==> config.mk <==
export PLATFORM = sky130hd
export DESIGN_NAME = uart_tx_arbiter
export DESIGN_NICKNAME = d
export VERILOG_FILES = /design/src/rtl/uart_tx_arbiter.sv
export SDC_FILE = /design/constraint.sdc
export NUM_CORES = 1
export LEC_CHECK = 0
export ABC_CLOCK_PERIOD_IN_PS = 4300
export CAP_MARGIN = 20
export CORE_MARGIN = 2
export CORE_UTILIZATION = 45
export DETAILED_ROUTE_END_ITERATION = 16
export PLACE_DENSITY = 0.69
export SLEW_MARGIN = 20
export SYNTH_ARGS = -nofsm -noshare
export SYNTH_HDL_FRONTEND = slang
export SYNTH_SLANG_ARGS = --single-unit
==> constraint.sdc <==
create_clock -name clk -period 4.3 [get_ports clk]
set_input_delay 0.86 -clock clk [delete_from_list [all_inputs] [get_ports clk]]
set_output_delay 0.86 -clock clk [all_outputs]
set_load 0.01 [all_outputs]
==> src/rtl/uart_tx_arbiter.sv <==
// ============================================================================
//  Module      : uart_tx_arbiter
//  Description : Round-robin byte arbiter sharing one UART transmitter between
//                a CPU byte FIFO and a single-byte debug holding register.
//                Optional macro UART_ARB_FRAME_LOCK_EN keeps debug messages
//                contiguous while dbg_frame is high.
//  Revision    : 1.0 - initial release
// ============================================================================
`default_nettype none

module uart_tx_arbiter #(
    parameter int FIFO_DEPTH   = 16,
    parameter int BUSY_TIMEOUT = 15
) (
    input  logic                          clk,
    input  logic                          reset_n,
    input  logic                          cpu_tx_start,
    input  logic [7:0]                    cpu_tx_data,
    output logic                          cpu_busy,
    input  logic                          dbg_tx_start,
    input  logic [7:0]                    dbg_tx_data,
    output logic                          dbg_busy,
`ifdef UART_ARB_FRAME_LOCK_EN
    input  logic                          dbg_frame,
`endif
    output logic                          uart_tx_start,
    output logic [7:0]                    uart_tx_data,
    input  logic                          uart_tx_busy,
    output logic                          grant_dbg,
    output logic [$clog2(FIFO_DEPTH):0]   fifo_count,
    output logic [1:0]                    overflow
);

    localparam int c_AW = $clog2(FIFO_DEPTH);
    localparam int c_CW = c_AW + 1;
    localparam int c_TW = $clog2(BUSY_TIMEOUT + 1);
    localparam logic [c_CW-1:0] c_FULL    = c_CW'(FIFO_DEPTH);
    localparam logic [c_TW-1:0] c_TO_LAST = c_TW'(BUSY_TIMEOUT - 1);

    typedef enum logic [1:0] {
        S_IDLE      = 2'd0,
        S_ISSUE     = 2'd1,
        S_WAIT_BUSY = 2'd2,
        S_WAIT_DONE = 2'd3
    } state_t;

    state_t              r_state;
    state_t              w_state_next;
    logic [7:0]          r_mem [FIFO_DEPTH];
    logic [c_AW-1:0]     r_wr_ptr;
    logic [c_AW-1:0]     r_rd_ptr;
    logic [c_CW-1:0]     r_count;
    logic [c_CW-1:0]     w_count_next;
    logic                r_cpu_busy;
    logic [7:0]          r_dbg_data;
    logic                r_dbg_busy;
    logic [7:0]          r_tx_data;
    logic                r_grant_dbg;
    logic [1:0]          r_overflow;
    logic [c_TW-1:0]     r_to_cnt;
    logic                w_push;
    logic                w_dbg_load;
    logic                w_grant_cpu;
    logic                w_grant_dbg;
    logic                w_lock;

    // Fullness uses the registered count, so a push into a full FIFO is lost
    // even when the arbiter pops in the same cycle.
    assign w_push       = cpu_tx_start && (r_count != c_FULL);
    assign w_dbg_load   = dbg_tx_start && !r_dbg_busy;
    assign w_count_next = r_count + {{(c_CW-1){1'b0}}, w_push}
                                  - {{(c_CW-1){1'b0}}, w_grant_cpu};

`ifdef UART_ARB_FRAME_LOCK_EN
    assign w_lock = dbg_frame && r_grant_dbg;
`else
    assign w_lock = 1'b0;
`endif

    always_comb begin
        w_state_next = r_state;
        w_grant_cpu  = 1'b0;
        w_grant_dbg  = 1'b0;
        case (r_state)
            S_IDLE: begin
                if (!uart_tx_busy) begin
                    if (w_lock) begin
                        w_grant_dbg = r_dbg_busy;
                    end else if ((r_count != '0) && r_dbg_busy) begin
                        // Contention: the source that did not win last time goes next.
                        w_grant_dbg = !r_grant_dbg;
                        w_grant_cpu = r_grant_dbg;
                    end else begin
                        w_grant_cpu = (r_count != '0);
                        w_grant_dbg = r_dbg_busy;
                    end
                    if (w_grant_cpu || w_grant_dbg) begin
                        w_state_next = S_ISSUE;
                    end
                end
            end
            S_ISSUE:     w_state_next = S_WAIT_BUSY;
            S_WAIT_BUSY: begin
                if (uart_tx_busy) begin
                    w_state_next = S_WAIT_DONE;
                end else if (r_to_cnt == c_TO_LAST) begin
                    w_state_next = S_IDLE;
                end
            end
            S_WAIT_DONE: begin
                if (!uart_tx_busy) begin
                    w_state_next = S_IDLE;
                end
            end
            default:     w_state_next = S_IDLE;
        endcase
    end

    always_ff @(posedge clk) begin
        if (!reset_n) begin
            r_state     <= S_IDLE;
            r_wr_ptr    <= '0;
            r_rd_ptr    <= '0;
            r_count     <= '0;
            r_cpu_busy  <= 1'b0;
            r_dbg_data  <= 8'h00;
            r_dbg_busy  <= 1'b0;
            r_tx_data   <= 8'h00;
            r_grant_dbg <= 1'b0;
            r_overflow  <= 2'b00;
            r_to_cnt    <= '0;
        end else begin
            r_state    <= w_state_next;
            r_count    <= w_count_next;
            r_cpu_busy <= (w_count_next == c_FULL);
            if (w_push) begin
                r_wr_ptr <= r_wr_ptr + 1'b1;
            end
            if (w_grant_cpu) begin
                r_rd_ptr <= r_rd_ptr + 1'b1;
            end
            if (cpu_tx_start && !w_push) begin
                r_overflow[0] <= 1'b1;
            end
            if (dbg_tx_start && r_dbg_busy) begin
                r_overflow[1] <= 1'b1;
            end
            if (w_dbg_load) begin
                r_dbg_data <= dbg_tx_data;
                r_dbg_busy <= 1'b1;
            end else if (w_grant_dbg) begin
                r_dbg_busy <= 1'b0;
            end
            if (w_grant_cpu || w_grant_dbg) begin
                r_grant_dbg <= w_grant_dbg;
                r_tx_data   <= w_grant_dbg ? r_dbg_data : r_mem[r_rd_ptr];
            end
            if (r_state == S_WAIT_BUSY) begin
                r_to_cnt <= r_to_cnt + 1'b1;
            end else begin
                r_to_cnt <= '0;
            end
        end
    end

    // Storage needs no reset; occupancy is tracked by the pointers and count.
    always_ff @(posedge clk) begin
        if (w_push) begin
            r_mem[r_wr_ptr] <= cpu_tx_data;
        end
    end

    assign cpu_busy      = r_cpu_busy;
    assign dbg_busy      = r_dbg_busy;
    assign uart_tx_start = (r_state == S_ISSUE);
    assign uart_tx_data  = r_tx_data;
    assign grant_dbg     = r_grant_dbg;
    assign fifo_count    = r_count;
    assign overflow      = r_overflow;

endmodule

`default_nettype wire
; Word level (Yosys, flattened, before mapping)
; Memory sizes are Yosys's and may differ from the RTL's. A register that Yosys moved wholly into a read port is not among the register bits.
; Cells that the tools add are included.
[classes]
n_addsub = 5
n_eq_ne = 10
muxes = 23
n_reduce_logical = 15
[ops]
columns = op, n
row1 = $mux 1, 14
row2 = $add 4x1->4 const B, 3
row3 = $mux 2, 5
row4 = $mux 4, 2
row5 = $mux 8, 1
row6 = $pmux 2 s4, 1
row7 = $ne 2x2->1 const B, 3
row8 = $add 5x1->5, 1
row9 = $eq 5x5->1 const B, 1
row10 = $logic_and 1x1->1, 5
row11 = $ne 5x5->1 const B, 1
row12 = $reduce_bool 5->1, 1
row13 = $sub 5x1->5, 1
row14 = $eq 2x2->1 const B, 2
row15 = $eq 4x4->1 const B, 1
row16 = $reduce_and 4->1, 1
row17 = $logic_not 1->1, 3
row18 = $ne 3x3->1 const B, 1
row19 = $eq 2x1->1 const B, 1
row20 = $logic_not 2->1, 1
row21 = $logic_or 1x1->1, 2
row22 = $reduce_and 2->1, 1
row23 = $reduce_bool 2->1, 1
[word_totals]
reg_bits = 40
ram_bits = 128
in_bits = 21
n_memories = 1
[mem_list]
columns = name, words, word_bits, read_ports, rd_clocked_by_memory_dff, wr, line_no
row1 = r_mem, 16, 8, 1, 1, 1, 49  ; logic [7:0] r_mem [FIFO_DEPTH];

; Depth between registers and ports, before layout
[depth]
word_depth = 9
mapped_depth = 13
mapped_depth_nobuf = 12

; Least setup slack after synthesis
; No wires, ideal clock.
[synth_path]
kind = input port to flip-flop
from = in uart_tx_busy
to = reg r_cpu_busy, in the netlist cpu_busy
arrival_time_ns = 2.878
required_time_ns = 4.208
path_slack_ns = 1.330
path_stages = 9
cell_sequence = nor3_4 > nand3_2 > buf_6 > or2_2 > nand2_1 > ha_1 > fa_1 > or3_1 > nor4_1
[synth_between]
elab_chain_cells = 4
[synth_lines]
columns = item, line_no
row1 = from (decl), 28  ; input logic uart_tx_busy,
row2 = $mux 1, 86  ; if (!uart_tx_busy) begin
row3 = $mux 1, 84  ; case (r_state)
row4 = $sub 5x1->5, 72  ; - {{(c_CW-1){1'b0}}, w_grant_cpu};
row5 = net w_count_next[1], 53  ; logic [c_CW-1:0] w_count_next;
row6 = $eq 5x5->1, 135  ; r_cpu_busy <= (w_count_next == c_FULL);
row7 = to (signal assigned), 135
row8 = to (decl), 54  ; logic r_cpu_busy;
; The timed path passes the listed nets, and every way through them passes these cells.
; A chain may end at the register's enable or synchronous reset.

; Worst setup path after layout
[layout_path]
from = in uart_tx_busy
to = reg r_cpu_busy, in the netlist cpu_busy
[layout_between]
elab_chain_cells = 4
[layout_lines]
columns = item, line_no
row1 = $mux 1, 86
row2 = $mux 1, 84
row3 = $sub 5x1->5, 72
row4 = $eq 5x5->1, 135
; No other way between the ends.

==> results.txt <==
outcome -> completed
Syn. warnings -> 0
critical-path cell with the highest stage delay -> clkdlybuf4s50_1
reg2reg start -> fifo_count[3]
sequential area share after synthesis -> 0.680
Critical Path RT -> 4.64 ns
post-DR vias/cell -> 5.54
first-pass GRT wire length -> 20,900 microns
largest net degree at the start of global routing -> 28
hold path depth -> 2
1st-iter DRT viols -> 297
commonest non-fill, non-tap cell in the layout -> edfxtp_1
reg2reg end -> cpu_busy
Die Y -> 128 microns
post-route DRC violation count -> 0
fmax -> 0.329 GHz
area grow syn2layout -> 17.0%
asr flop ratio synth -> 0
GR Overflow Total -> 0
Max clock buf depth -> 2
CTS tree -> built
H-tree levels -> 4
first-pass iteration count of the detailed router -> 7
Setup TNS Final -> 0 ns
WL/cell -> 19.6 microns
RSZ-0062 raised after global routing -> no
Relative slew margins -> 0.402
Die Area -> 0.0165 sq mm
Total Routing Usage GR -> 0.174
Die Wd -> 128 microns
port bufs -> 39
Worst Hold Class -> reg2reg
path type of the worst setup path -> in2reg
clk slew on worst S/H paths -> 0.07 ns
CP max FO -> 12
RePlAce Congestion -> 0.811
Post-layout nets -> 511
worst-path cell chain -> clkdlybuf4s50_1, nor3_4, nand3_2, buf_4, nand2_1, nand2_1, ha_1, fa_1, xor2_1, or3_1, nor4_1
CTS buffer count -> 17
Setup Buffers After CTS -> 0
Routed WL -> 13,300 microns
CTS root buf -> clkbuf_16
minimum clock period after layout -> 3.04 ns
row count -> 45
P_leak -> 2.66 nW
Max-cap violations -> 0
Hold Path End -> r_dbg_data[1]
Final Setup Violations -> 0
type of element launching the critical path -> primary input
ANT cells -> 0
via count -> 3,753
r2r setup slk -> 1.47 ns
Post-Route Skew -> 0.0126 ns
cells after synthesis -> 431
main flop type after synthesis -> edfxtp_1
max-slew violations -> 0
Hold WS -> 0.458 ns
Hold Vio Cnt, Final -> 0
vias in the first global route -> 3,771
Area contributors post-synth -> edfxtp_1, dfxtp_1, mux4_2
dpl hpwl -> 8800 microns
Pwr Total -> 4.50 mW
Hold Buf Count CTS -> 0
Synth cell types -> 53
CTS Sinks -> 172
Post-Syn Nets -> 465
crit share post-route -> 0.708
post-route ant nets -> 0
core region area -> 0.0151 sq mm
initial antenna violation count -> 0
Hold Crit Start -> r_dbg_data[1]
actual slew at the worst max-slew pin -> 0.896 ns
CP Data Arrival Time -> 3.38 ns
Avg Cell Area, Syn -> 16.1 sq um
Yosys reg bits -> 172
share of the synthesized area in the top cell type -> 0.553
largest area contributor in the netlist -> edfxtp_1
number of synthesized flops with an enable pin -> 128
worst stage delay on the critical path -> 0.48 ns
kind of end point of the critical path -> register
P per Cell Area -> 554 mW/mm^2
CTS resizes -> 0
Worst R2R Path Depth -> 11
Skew-Pair Late Insertion Delay -> 0.43 ns
ratio of cells with drive above 1 in the final layout -> 0.155
Mapped Area -> 0.00695 sq mm
I/O pins -> 40
initial cell density of the core -> 0.459
Critical Path Most Common Cell -> nand2_1
worst ir drop on vdd -> 0.000309 V
most frequent cells in the layout -> edfxtp_1, dfxtp_1, clkdlybuf4s50_1, nor2_1, nand2_1
## per-layer routing
layer,global-route usage,wire length (microns),vias up
li1,-,-,1761
met1,0.219,5590,1869
met2,0.290,6700,103
met3,0.0455,753,20
met4,0.0685,225,0
met5,0,0,-
## where the power goes
group	switching, mW	internal [mW]	leakage, nW
clock	0.670	0.879	0.298
sequential	0.116	1.90	1.52
combinational	0.451	0.486	0.846
total	1.24	3.27	2.66
## sequential cells by signal (all words and copies together) (netlist names), named ones only
register      flops
r_mem           128
cpu_busy          1
r_rd_ptr          4
r_state           2
r_wr_ptr          4
r_dbg_data        8
grant_dbg         1
fifo_count        5
overflow          2
dbg_busy          1
r_to_cnt          4
uart_tx_data      8
## critical path, delay by kind of cell
kind / cells / cell delay (ns)
buf+inv: 2 / 0.70
fa+ha+maj: 2 / 0.60
simple gates: 6 / 1.05
xor+xnor: 1 / 0.16
## cells by family (layout without fill, tap and decap cells)
logic type	count (synthesis)	count (layout)	synth area share
simple gates	112	112	0.0830
buf+inv	31	90	0.0230
fa+ha+maj	13	13	0.0245
flops	172	172	0.680
mux	39	39	0.118
compound gates	53	53	0.0574
xor+xnor	11	11	0.0139
## per-stage QoR
step                      std cells  cell area [sq um]  utilization  setup slack, ns
final                           678               8130        0.537             1.26
after global routing            678               8130        0.537             1.05
after CTS                       678               8130        0.537             1.28
after detailed placement        646               7520        0.497            0.826
after global placement          646               7520        0.497            0.884
after floorplan                 431               6950            -             1.33
## synthesized netlist by cell type, types with 5 or more instances
cell and n:
edfxtp_1 128, dfxtp_1 44, nor2_1 31, nand2_1 29
mux4_2 20, a21oi_1 17, nor2b_1 15, ha_1 12
clkbuf_1 11, mux4_1 11, inv_1 8, xor2_1 7
a211oi_1 6, mux2i_1 6, nor4_1 6, o22ai_1 6
and2_1 5, buf_2 5, nand2b_1 5
## cell type report
| type | count | area [sq um] |
|---|---|---|
| clock inverter | 15 | 178 |
| tap | 188 | 235 |
| inverter | 9 | 33.8 |
| sequential | 172 | 4730 |
| clock buffer | 17 | 425 |
| multi-input combinational | 228 | 2060 |
| fill | 1180 | 7020 |
| timing repair buffer | 49 | 465 |
## how the worst max path moves through the flow
| stage | slack, ns | cells past startpoint | start | to |
|---|---|---|---|---|
| floorplan | 1.33 | 9 | uart_tx_busy | cpu_busy |
| global placement | 0.88 | 11 | uart_tx_busy | cpu_busy |
| detailed placement | 0.83 | 11 | uart_tx_busy | cpu_busy |
| CTS | 1.28 | 11 | uart_tx_busy | cpu_busy |
| global route | 1.05 | 12 | uart_tx_busy | cpu_busy |
| finish | 1.26 | 11 | uart_tx_busy | cpu_busy |
Power figures use the tool's default switching activity.
